## src/rtl/game_tick_sequencer.sv

```systemverilog
// Per-tick scheduler: starts the player, enemy and projectile updaters one at a time,
// hands each of them the grid port in turn, then requests a render of the frame.
`timescale 1ns/1ps
module game_tick_sequencer #(
    parameter int unsigned TICK_CYCLES    = 2000000,
    parameter int unsigned TIMEOUT_CYCLES = 65535
) (
    input  logic        clock,
    input  logic        resetn,
    input  logic        enable,
    output logic [2:0]  client_start,
    input  logic [2:0]  client_done,
    input  logic [17:0] client_grid_x,
    input  logic [14:0] client_grid_y,
    input  logic [2:0]  client_grid_write,
    input  logic [8:0]  client_grid_in,
    output logic [5:0]  grid_x,
    output logic [4:0]  grid_y,
    output logic        grid_write,
    output logic [2:0]  grid_in,
    output logic        render_start,
    input  logic        render_done,
    output logic        busy,
    output logic [2:0]  timeout_flags,
    output logic [7:0]  overrun_count,
    output logic [15:0] frame_count
);

    localparam logic [31:0] TICK_LAST = 32'(TICK_CYCLES - 1);
    localparam logic [15:0] TMO_LAST  = 16'(TIMEOUT_CYCLES - 1);

    typedef enum logic [1:0] {
        IDLE   = 2'd0,
        RUN    = 2'd1,
        RENDER = 2'd2
    } state_t;

    state_t      state_q, state_d;
    logic [1:0]  owner_q, owner_d;
    logic [15:0] tmo_q, tmo_d;
    logic [2:0]  flags_q, flags_d;
    logic [7:0]  overrun_q, overrun_d;
    logic [15:0] frames_q, frames_d;
    logic [31:0] tick_cnt_q;
    logic        tick;
    logic [2:0]  grant;
    logic        owner_done;

    function automatic logic [7:0] sat_inc8(input logic [7:0] v);
        return (v == 8'hFF) ? v : v + 8'd1;
    endfunction

    assign tick = enable && (tick_cnt_q == TICK_LAST);

    always_ff @(posedge clock or negedge resetn) begin
        if (!resetn) begin
            tick_cnt_q <= '0;
        end else if (!enable || tick) begin
            tick_cnt_q <= '0;
        end else begin
            tick_cnt_q <= tick_cnt_q + 32'd1;
        end
    end

    // One-hot grant of the current owner; empty outside RUN
    always_comb begin
        grant = 3'b000;
        if (state_q == RUN) begin
            case (owner_q)
                2'd0:    grant = 3'b001;
                2'd1:    grant = 3'b010;
                2'd2:    grant = 3'b100;
                default: grant = 3'b000;
            endcase
        end
    end

    assign owner_done = |(client_done & grant);

    always_comb begin
        state_d   = state_q;
        owner_d   = owner_q;
        tmo_d     = tmo_q;
        flags_d   = flags_q;
        overrun_d = overrun_q;
        frames_d  = frames_q;

        if (tick && (state_q != IDLE)) begin
            overrun_d = sat_inc8(overrun_q);
        end

        case (state_q)
            IDLE: begin
                if (tick) begin
                    state_d = RUN;
                    owner_d = 2'd0;
                    tmo_d   = '0;
                end
            end
            RUN: begin
                // A done pulse in the timeout cycle wins, so no flag is raised
                if (owner_done || (tmo_q == TMO_LAST)) begin
                    if (!owner_done) begin
                        flags_d = flags_q | grant;
                    end
                    if (owner_q == 2'd2) begin
                        state_d = RENDER;
                    end else begin
                        owner_d = owner_q + 2'd1;
                        tmo_d   = '0;
                    end
                end else begin
                    tmo_d = tmo_q + 16'd1;
                end
            end
            RENDER: begin
                if (render_done) begin
                    frames_d = frames_q + 16'd1;
                    state_d  = IDLE;
                end
            end
            default: state_d = IDLE;
        endcase
    end

    always_ff @(posedge clock or negedge resetn) begin
        if (!resetn) begin
            state_q   <= IDLE;
            owner_q   <= '0;
            tmo_q     <= '0;
            flags_q   <= '0;
            overrun_q <= '0;
            frames_q  <= '0;
        end else begin
            state_q   <= state_d;
            owner_q   <= owner_d;
            tmo_q     <= tmo_d;
            flags_q   <= flags_d;
            overrun_q <= overrun_d;
            frames_q  <= frames_d;
        end
    end

    always_comb begin
        grid_x     = '0;
        grid_y     = '0;
        grid_write = 1'b0;
        grid_in    = '0;
        if (state_q == RUN) begin
            case (owner_q)
                2'd0: begin
                    grid_x     = client_grid_x[5:0];
                    grid_y     = client_grid_y[4:0];
                    grid_write = client_grid_write[0];
                    grid_in    = client_grid_in[2:0];
                end
                2'd1: begin
                    grid_x     = client_grid_x[11:6];
                    grid_y     = client_grid_y[9:5];
                    grid_write = client_grid_write[1];
                    grid_in    = client_grid_in[5:3];
                end
                2'd2: begin
                    grid_x     = client_grid_x[17:12];
                    grid_y     = client_grid_y[14:10];
                    grid_write = client_grid_write[2];
                    grid_in    = client_grid_in[8:6];
                end
                default: ;
            endcase
        end
    end

    assign client_start  = grant;
    assign render_start  = (state_q == RENDER);
    assign busy          = (state_q != IDLE);
    assign timeout_flags = flags_q;
    assign overrun_count = overrun_q;
    assign frame_count   = frames_q;

endmodule
```

## config.mk

```make
export PLATFORM = sky130hd
export DESIGN_NAME = game_tick_sequencer
export DESIGN_NICKNAME = d
export VERILOG_FILES = /design/src/rtl/game_tick_sequencer.sv
export SDC_FILE = /design/constraint.sdc
export NUM_CORES = 1
export LEC_CHECK = 0
export ABC_AREA = 0
export BUFFER_PORTS_ARGS = -buffer_cell sky130_fd_sc_hd__buf_2
export CORE_ASPECT_RATIO = 0.6
export CORE_MARGIN = 1
export CORE_UTILIZATION = 55
export CTS_BUF_LIST = sky130_fd_sc_hd__clkbuf_16
export DETAILED_ROUTE_END_ITERATION = 8
export GPL_TIMING_DRIVEN = 0
export PLACE_DENSITY_LB_ADDON = 0.12
export SYNTH_ARGS = -nofsm -noshare
export SYNTH_HDL_FRONTEND = slang
export SYNTH_SLANG_ARGS = --single-unit
```

## constraint.sdc

```tcl
create_clock -name clock -period 4.1 [get_ports clock]
set_input_delay 0.41 -clock clock [delete_from_list [all_inputs] [get_ports clock]]
set_output_delay 0.41 -clock clock [all_outputs]
set_load 0.01 [all_outputs]
```

# Word level (Yosys, flattened, before mapping)
# Index checks and enable logic that the tools add are counted.
dict set report classes {
  addsub 5
  n_eq_ne 13
  mux 24
  n_bitwise 4
  reduce_logical 16
}
# op n
set op_table {}
lappend op_table {{$mux W16} 3}
lappend op_table {{$add A16 B1 Y16 const B} 2}
lappend op_table {{$add A32 B1 Y32 const B} 1}
lappend op_table {{$eq A32 B21 Y1 const B} 1}
lappend op_table {{$mux W32} 1}
lappend op_table {{$pmux W16 S2} 1}
lappend op_table {{$pmux W3 S3} 2}
lappend op_table {{$pmux W6 S3} 1}
lappend op_table {{$eq A16 B16 Y1 const B} 1}
lappend op_table {{$pmux W5 S3} 1}
lappend op_table {{$mux W2} 7}
lappend op_table {{$add A8 B1 Y8 const B} 1}
lappend op_table {{$eq A8 B8 Y1 const B} 1}
lappend op_table {{$reduce_and A4 Y1} 2}
lappend op_table {{$mux W3} 2}
lappend op_table {{$mux W6} 1}
lappend op_table {{$ne A2 B1 Y1 const B} 3}
lappend op_table {{$pmux W2 S3} 1}
lappend op_table {{$reduce_and A3 Y1} 2}
lappend op_table {{$mux W5} 1}
lappend op_table {{$eq A2 B1 Y1 const B} 2}
lappend op_table {{$eq A2 B2 Y1 const B} 2}
lappend op_table {{$logic_not A2 Y1} 2}
lappend op_table {{$ne A2 B2 Y1 const B} 2}
lappend op_table {{14 further kinds} 19}
dict set report word_totals {
  reg_bits 79
  in_bits 52
  out_inout_bits 47
  elab_cells 69
}

# Longest topological paths before layout
# Gate-level depths: netlist (run 1).
dict set report logic_depth {
  ltp_word 8
  mapped_depth 10
  depth_no_buf 8
}

# Least setup slack after synthesis (run 1)
# No wires, ideal clock.
dict set report synth_timing {
  path_type {register to register}
  startpoint {register owner_q[0]}
  endpoint {register tmo_q[13]}
  setup_time_ns 0.124
  t_arrival_ns 1.977
  required_ns 3.976
  slack_ns 1.999
  path_stages_with_launch 10
  path_buffers 2
  path_cell_list {dfrtp_1 > inv_1 > ha_1 > buf_2 > a22o_1 > a211o_1 > a21oi_2 > clkbuf_1 > o22ai_1 > a211o_1}
}
dict set report synth_via {
  elab_chain_cells 8
}
# item line
set synth_lines {}
lappend synth_lines {{from (decl)} 39} ;# logic [1:0] owner_q, owner_d;
lappend synth_lines {{from (signal assigned)} 136} ;# owner_q <= owner_d;
lappend synth_lines {{$eq A2 B2 Y1, or another cell as far along} {69, 106}}
lappend synth_lines {{$pmux W3 S3} 69} ;# case (owner_q)
lappend synth_lines {{$mux W3} 68} ;# if (state_q == RUN) begin
lappend synth_lines {{$and A3 B3 Y3} 78} ;# assign owner_done = |(client_done & grant);
lappend synth_lines {{$reduce_or A3 Y1} 78}
lappend synth_lines {{$logic_or A1 B1 Y1} 102} ;# if (owner_done || (tmo_q == TMO_LAST)) begin
lappend synth_lines {{$ne A3 B3 Y1 (no source line) or $mux W16 (tied branches)} --}
lappend synth_lines {{$reduce_and A3 Y1 (no source line) or $pmux W16 S2 (tied branches)} --}
lappend synth_lines {{to (signal assigned)} 137} ;# tmo_q <= tmo_d;
lappend synth_lines {{to (decl)} 40} ;# logic [15:0] tmo_q, tmo_d;
# Parallel ways exist; a longest one is shown, timed or not.
# A chain may end at the register's enable or synchronous reset.

# Worst setup path in the final report (run 1)
dict set report layout_timing {
  startpoint {register owner_q[0]}
  endpoint {output grid_y[1]}
}
dict set report layout_via {
  elab_chain_cells 3
}
# item line
set layout_lines {}
lappend layout_lines {{$eq A2 B2 Y1, or another cell as far along} 150} ;# case (owner_q)
lappend layout_lines {{$pmux W5 S3 (*)} 150}
lappend layout_lines {{$mux W5 (*)} 149} ;# if (state_q == RUN) begin
lappend layout_lines {{to (decl)} 18} ;# output logic [4:0] grid_y,
# Mark *: on every way between the ends. The rest lies on a longest branch, timed or not.

==> results of run 1 <==
-- layout make-up --
type,instances,area (µm²)
plain buffers,16,78.8
clock buffers,9,225
flip-flops and latches,79,1980
repair buffers,99,520
fillers,575,2170
clock inverters,6,77.6
multi-input cells,324,2200
inverters,8,30.0
well taps,104,130
-- synthesized netlist by cell type (all sizes together) (8+ instances only) --
cell type  number  share of area, %
a222oi         15               3.5
and3           23               3.4
dfrtp          79                46
inv             8              0.70
clkbuf          9              0.79
nor2           51               4.5
a21oi          10               1.3
a211o          10               2.0
nand3          30               3.6
nor3           14               2.4
nand2          22               2.0
xor2           23               4.7
ha              9               2.6
nand4          21               3.2
and4            9               1.8
xnor2          25               5.1
-- cells by family (layout without fill, tap and decap cells) --
family                     after synthesis  in the layout
adders and majority gates                9              9
DFF                                     79             79
and+or+nand+nor                        201            201
xor gates and xnor gates                48             48
buffers and inverters                   24            138
muxes                                    3              3
AOI/OAI and AO/OA                       63             63
-- cell usage in the layout (no fill, tap or decap), types with 9 or more instances in the layout --
master,instances
sky130_fd_sc_hd__xnor2_1,25
sky130_fd_sc_hd__ha_1,9
sky130_fd_sc_hd__dfrtp_1,79
sky130_fd_sc_hd__nor2_1,51
sky130_fd_sc_hd__clkbuf_1,9
sky130_fd_sc_hd__buf_2,100
sky130_fd_sc_hd__a222oi_1,15
sky130_fd_sc_hd__clkbuf_16,9
sky130_fd_sc_hd__nor3_1,10
sky130_fd_sc_hd__nand4_1,20
sky130_fd_sc_hd__xor2_1,23
sky130_fd_sc_hd__a21oi_1,9
sky130_fd_sc_hd__and3_1,23
sky130_fd_sc_hd__a211o_1,10
sky130_fd_sc_hd__nand3_1,29
sky130_fd_sc_hd__nand2_1,21
sky130_fd_sc_hd__and4_1,9
-- state kept, by name, summed over array words and instances, names as in the netlist --
name	count
tmo_q	16
frame_count	16
tick_cnt_q	32
owner_q	2
timeout_flags	3
state_q	2
overrun_count	8
-- per-stage QoR --
stage / total power (µW) / cells / util, % / hold WS [ns] / worst slack, ns
floorplan: 1470 / 427 / - / 0.114 / 2.00
global placement: 1780 / 629 / 66.2 / 0.435 / 1.72
detailed placement: 1820 / 630 / 66.6 / 0.384 / 1.66
CTS: 2650 / 645 / 70.7 / 0.0271 / 1.28
global route: 2780 / 645 / 70.7 / 0.0481 / 1.13
finish: 2640 / 645 / 70.7 / 0.0183 / 1.25
-- worst paths after layout --
check	start	end	slack, ns
max	owner_q[0]	grid_y[1]	1.25
min	resetn	tick_cnt_q[27]	0.02
max reg2reg	owner_q[0]	tmo_q[13]	1.60
min reg2reg	timeout_flags[1]	timeout_flags[1]	0.45
max in group asynchronous	resetn	frame_count[5]	3.51
min in group clock	enable	tick_cnt_q[4]	0.38
-- report_power, final --
| group | switching, µW | leakage [µW] | internal (µW) | total, µW |
|---|---|---|---|---|
| clock | 297 | 0.000154 | 523 | 820 |
| sequential | 66.4 | 0.00109 | 824 | 890 |
| combinational | 582 | 0.00145 | 351 | 933 |
-- critical path: cells and delay by family (launching register included) --
| family | cells | cell delay [ns] |
|---|---|---|
| buffers and inverters | 4 | 1.11 |
| adders and majority gates | 1 | 0.21 |
| DFF | 1 | 0.43 |
| AOI/OAI and AO/OA | 1 | 0.23 |
| and+or+nand+nor | 1 | 0.14 |
-- per-layer routing --
metal / routed length (µm) / part of all wire, %
met3: 638 / 5.8
met5: 0 / 0
met4: 176 / 1.6
met1: 5010 / 46
met2: 5130 / 47
==> impl_summary.md, run 1 <==
Layout
The number of nets at the end of the flow is 598. The area of all placed cells without fillers is approximately 5200 µm². The share of final-layout standard cells stronger than drive strength 1 is 25.0%. The antenna diode count is 0.

Compared with the post-synthesis result, the final layout area differs by 22.2%.

STA
Setup total negative slack on the finished layout was measured at 0 ns. The transition time at the pin with the least slew margin is 0.700 ns. In the finished design, the share of the clock period the worst path needs comes to a little over two thirds. The routed design could run at a clock period as short as 2.85 ns. The number of failing hold endpoints at the final stage is 0. Setup repair after global routing left no endpoint under its margin.

The final-report max-slew violation count came to 0. The worst pin sits at a relative slew slack of a little over half. The final setup violation count is 0. The maximum operating frequency is between 300 and 400 MHz. The setup clock skew after layout is ~0.0065 ns.

Worst setup path
The largest individual stage delay along the critical path comes from the cell sky130_fd_sc_hd__clkbuf_1. The critical path goes through inv_1 -> ha_1 -> clkbuf_1 -> clkbuf_1 -> a222oi_1 -> nor2_1 -> buf_2. On the worst path, the slowest cell contributes a delay of around 0.44 ns. The critical path is of the register to primary output type. Counting stages on the worst path, the most repeated cell is sky130_fd_sc_hd__clkbuf_1. STA classifies the critical path endpoint as a primary output. For the worst setup path, the data arrival time is roughly 2.4 ns.

At the worst endpoint, the required time is ~3.7 ns. The worst register-to-register path has a depth of 9. The startpoint type of the worst setup path is a register. Of all nets on the critical path, the largest fanout is 10.

Floorplanning
The region available for standard cell placement spans ~7400 µm². The die covers roughly 8000 µm². The die is around 70 µm tall. After floorplanning, the core was divided into 24 placement rows. The effective utilization at floorplan is roughly 58%. The die width is ~120 µm. The number of top-level pins is between 90 and 100.

Power
Across the VDD grid, the largest voltage drop is roughly 290 µV. The power per cell area is about 500 nW/µm². In this run the static leakage power is between 0.002 and 0.003 µW.

Yosys
Summing the areas of all compound-gate instances in the mapped netlist gives between 10% and 20% of the synthesized area. The synthesized netlist devotes 26.4% of its cell area to simple gates. The post-synthesis share of cell area spent on full adders, half adders and majority gates is under 10%. Synthesis produced a netlist with a net count of slightly below 500.

The count of flip-flops with a built-in enable after synthesis is 0. In the synthesized netlist the async set-or-reset flop fraction comes to between 90% and 100%. The number of distinct library cell variants in the gate-level netlist after synthesis is 56.

The mapped netlist covers 4290 µm². The count of yosys warnings during synthesis is 0. The flip-flop and latch count after synthesis is 79. The most used flip-flop cell after synthesis is sky130_fd_sc_hd__dfrtp_1. The largest family of logic cells by synthesized area is simple AND/OR/NAND/NOR gates. For this run, the register share of the synthesized area comes to about 46%. The gate count after technology mapping is 427. The average cell area after synthesis is between 10 and 15 µm². After Yosys synthesis, XOR and XNOR cells account for under 10% of the synthesized area. Of the post-synthesis cell area, the part taken by muxes is less than 1%.

Placed design
The placed instances occupy a cell area of around 5000 µm². In this run the tool buffered the top-level ports with roughly 100 buffer cells. After legalization and detailed placement, the total HPWL measured ~7.8 mm. At the end of routability-driven placement, the weighted congestion stood at approximately 0.80.

Job
The reported max-cap violation count is 0.

Global route
Global routing finished with a remaining overflow of 0. For this run, global-route usage on met1 was measured as between 30% and 40%. Global routing used approximately 28% of the available tracks across all layers. The number of global-route vias before repair came to ~3600. The global-route wire length before repair is 17.4 mm. The initial antenna violation count is 0. The global routing stage identified its most utilized layer as met2. The met3 usage in global routing is around 6.3%. The routing usage on met2 is 46.2%. The largest net degree at the start of global routing is 48.

Route
The routed length per placed instance is between 15 and 20 µm. The via count is around 3800. The routed design has roughly 11 mm of wire. The number of antenna-violating nets in the routed design is 0.

The post-detailed-route DRC marker count is 0. In this run, the number of DRC markers left after iteration 0 of detailed routing was just over 300. The number of vias per cell after detailed routing is between 5 and 6.

The first TritonRoute pass finished after 5 iterations.

Clock tree
The clock slew at the register clock pins of the worst setup and hold paths is 0.06 ns. The count of hold buffers inserted by post-cts repair is 0. The maximum level of the CTS H-tree is 3.

The TritonCTS clock tree is done. Once the clock tree was built, the resizer swapped 0 gates to a different size. The total number of clock tree sinks is between 70 and 80. The later-pin clock latency in the skew report is roughly 0.33 ns. In this run the deepest clock path goes through 2 buffers. The cell sitting at the root of the clock tree is a sky130_fd_sc_hd__clkbuf_16. Buffers inserted during clock tree synthesis total 9. Once the clock tree was built, the setup fixing pass inserted 0 buffers.

Outcome
The flow ran to the end, and the final reports show no timing, DRC or antenna violations.

Min path
The tightest min-delay check is of the primary input to async pin type.
(Power assumes the default switching activity.)
==> run 2: changes to the inputs <==
CORE_UTILIZATION = 49   (was 55)
clock period = 2.36 ns   (was 4.1 ns; I/O delays follow)
==> impl_summary.md, run 2 (synthesis results as in run 1) <==
Outcome
Run status: completed (unchanged).

Floorplanning
The full die area is 9140 µm² (was 8170 µm²). The number of top-level pins is 99 (unchanged). The effective utilization at floorplan is 50.5% (was 57.8%). The number of core rows is 26 (was 24). The vertical extent of the die is 74.5 µm (was 70.4 µm). The die width is 123 µm (was 116 µm). The core area was 8490 µm² (was 7420 µm²).

Worst setup path
The kind of critical path was register to register (was register to primary output). The arrival time at the worst endpoint is 2.49 ns (was 2.44 ns). The critical path endpoint category is a register (was primary output).

The data required time of the critical path is 2.59 ns (was 3.69 ns). The largest driver fanout on the critical path is 10 (unchanged). The startpoint type of the worst setup path is a register (unchanged).

Route
The via count is 3756 (was 3779). The number of DRC violations after detailed-routing iteration 0 is 247 (was 309). The number of antenna-violating nets in the routed design is 0 (unchanged). The wire length reported by the detailed router is 10.4 mm (was 10.9 mm). The post-detailed-route DRC marker count is 0 (unchanged).

The number of vias per cell after detailed routing is 5.74 (was 5.86). The routed length per placed instance is 15.9 µm (was 17.0 µm). The total iterations of the first detailed-routing run came to 6 (was 5).

Placed design
The count of buffers inserted at the top-level ports is 98 (unchanged). The last weighted congestion value of the routability-driven placer came to 0.788 (was 0.802). The cell area after placement is 4950 µm² (was 4940 µm²). The detailed placer's ending HPWL is 7.53 mm (was 7.84 mm). The total placed cells including tap cells is 638 (was 630).

Power
The leakage power total came to 0.00271 µW (was 0.00269 µW). The power per cell area came to 851 nW/µm² (was 504 nW/µm²). The highest ir drop seen on vdd came to 477 µV (was 291 µV).

STA
The number of failing hold endpoints at the final stage was 0 (unchanged). The worst path uses a little over nine tenths of the clock period. The transition time at the pin with the least slew margin was 0.665 ns (was 0.700 ns). The final-report max-slew violation count came to 0 (unchanged). The final setup violation count is 0 (unchanged). The post-layout minimum cycle time is about 2.3 ns. Derived from the worst setup path, the maximum achievable clock frequency is ~440 MHz.

The setup total negative slack was 0 ns (unchanged). Setup repair after global routing missed its margin: true (was false). The worst slew slack as a fraction of its limit is 55.1% (was 53.1%). The setup clock skew after layout is 0.00690 ns (was 0.00655 ns).

Clock tree
The buffer type at the clock tree root was sky130_fd_sc_hd__clkbuf_16 (unchanged). The clock slew at the register clock pins of the worst setup and hold paths is 0.06 ns (about the same). The total number of clock tree sinks is 79 (unchanged).

The TritonCTS buffer count was 9 (unchanged). The maximum level of the CTS H-tree came to 3 (unchanged). The TritonCTS clock tree is done (unchanged).

The maximum root-to-sink buffer count is 2 (unchanged). The later-pin clock latency in the skew report came to 0.34 ns (was 0.33 ns).

Layout
The antenna diode count was 0 (unchanged). The final standard cell utilization of the core was 62.1% (was 70.7%). The final cell count without fillers is 654 (was 645). The area of all placed cells without fillers came to 5280 µm² (was 5240 µm²). The area added between synthesis and finish is 23.0% (was 22.2%).

The share of final-layout standard cells stronger than drive strength 1 was 27.1% (was 25.0%). The flip-flop count of the largest register, all copies and words added is 32 (unchanged). The number of nets at the end of the flow is 598 (unchanged). Most frequent cells in the layout: sky130_fd_sc_hd__buf_2, sky130_fd_sc_hd__dfrtp_1, sky130_fd_sc_hd__nor2_1, sky130_fd_sc_hd__nand3_1, sky130_fd_sc_hd__xnor2_1 (unchanged). The most common cell after layout, fill and taps aside was sky130_fd_sc_hd__buf_2 (unchanged).

The register ranked first by flip-flop count is tick_cnt_q (unchanged).

Global route
The global-route usage over all layers was 23.5% (was 28.2%). The global-route congestion overflow total is 0 (unchanged). The global-route wire length before repair is 16.2 mm (was 17.4 mm).

The number of global-route vias before repair is 3235 (was 3606). The largest net degree at the start of global routing is 66 (was 48). The initial antenna violation count came to 0 (unchanged).

Job
The reported max-cap violation count came to 0 (unchanged).

Min path
The class of the most critical hold timing path was primary input to register (was primary input to async pin).
-- run 2: cell count changes in the layout (fill, tap and decap cells not counted), moves of 2 or more --
cell,change
sky130_fd_sc_hd__clkinvlp_4,+4
sky130_fd_sc_hd__bufinv_16,-2
sky130_fd_sc_hd__buf_2,+2
sky130_fd_sc_hd__clkinv_2,-2
sky130_fd_sc_hd__clkbuf_2,+2
sky130_fd_sc_hd__inv_6,+3
sky130_fd_sc_hd__clkbuf_1,-5
-- run 2: path summary, 6_finish.rpt --
path,start,to,slack (ns),cells after the start
hold reg to reg,timeout_flags[1],timeout_flags[1],0.46,1
setup / recovery,owner_q[0],tmo_q[13],0.1,9
min in group asynchronous,resetn,timeout_flags[0],0.30,2
setup reg to reg,owner_q[0],tmo_q[13],0.1,9
max in group asynchronous,resetn,tick_cnt_q[23],1.48,3
hold / removal,render_done,state_q[1],0.20,3
-- run 2: layout make-up --
class	count	area (µm²)
tap	112	140
timing repair buffer	101	538
inverter	8	30.0
clock inverter	7	56.3
fill	744	3210
clock buffer	9	225
buffer	14	76.3
multi-input combinational	324	2230
sequential	79	1980
-- run 2: metal layers --
| layer | up-vias | part of all wire, % | GRT usage (%) |
|---|---|---|---|
| li1 | 1797 | - | - |
| met1 | 1810 | 49 | 33.6 |
| met2 | 132 | 42 | 34.5 |
| met3 | 17 | 7.3 | 6.44 |
| met4 | 0 | 1.8 | 8.13 |
| met5 | - | 0 | 0 |
-- run 2: what timing repair did --
| action | CTS | global route |
|---|---|---|
| buffers inserted | 0 | 1 |
| setup endpoints to repair | 10 | 33 |
| hold buffers | 1 | 0 |
| endpoints found under the hold margin | 14 | 0 |
| resized for setup | 3 | 8 |
| pin swaps | 0 | 1 |
-- run 2: through the flow --
| step | hold slack [ns] | setup WS, ns | total power [µW] |
|---|---|---|---|
| after floorplan | -0.0596 | 0.259 | 2560 |
| after global placement | 0.437 | -0.0274 | 3100 |
| after detailed placement | 0.121 | -0.0663 | 3140 |
| after CTS | 0.184 | 0.0525 | 4470 |
| after global routing | 0.210 | -0.0106 | 4760 |
| final | 0.202 | 0.0967 | 4490 |
-- run 2: where the power goes --
| part | switching, µW | internal, µW |
|---|---|---|
| sequential | 107 | 1430 |
| clock | 595 | 723 |
| combinational | 993 | 644 |
-- run 2: worst max-delay path: stages (launching register included) --
cell	delay, ns
sky130_fd_sc_hd__dfrtp_1	0.40
sky130_fd_sc_hd__inv_1	0.08
sky130_fd_sc_hd__ha_1	0.19
sky130_fd_sc_hd__buf_2	0.17
sky130_fd_sc_hd__a22o_4	0.27
sky130_fd_sc_hd__a211o_1	0.28
sky130_fd_sc_hd__a21oi_2	0.19
sky130_fd_sc_hd__buf_2	0.24
sky130_fd_sc_hd__o22ai_1	0.10
sky130_fd_sc_hd__a211o_1	0.23
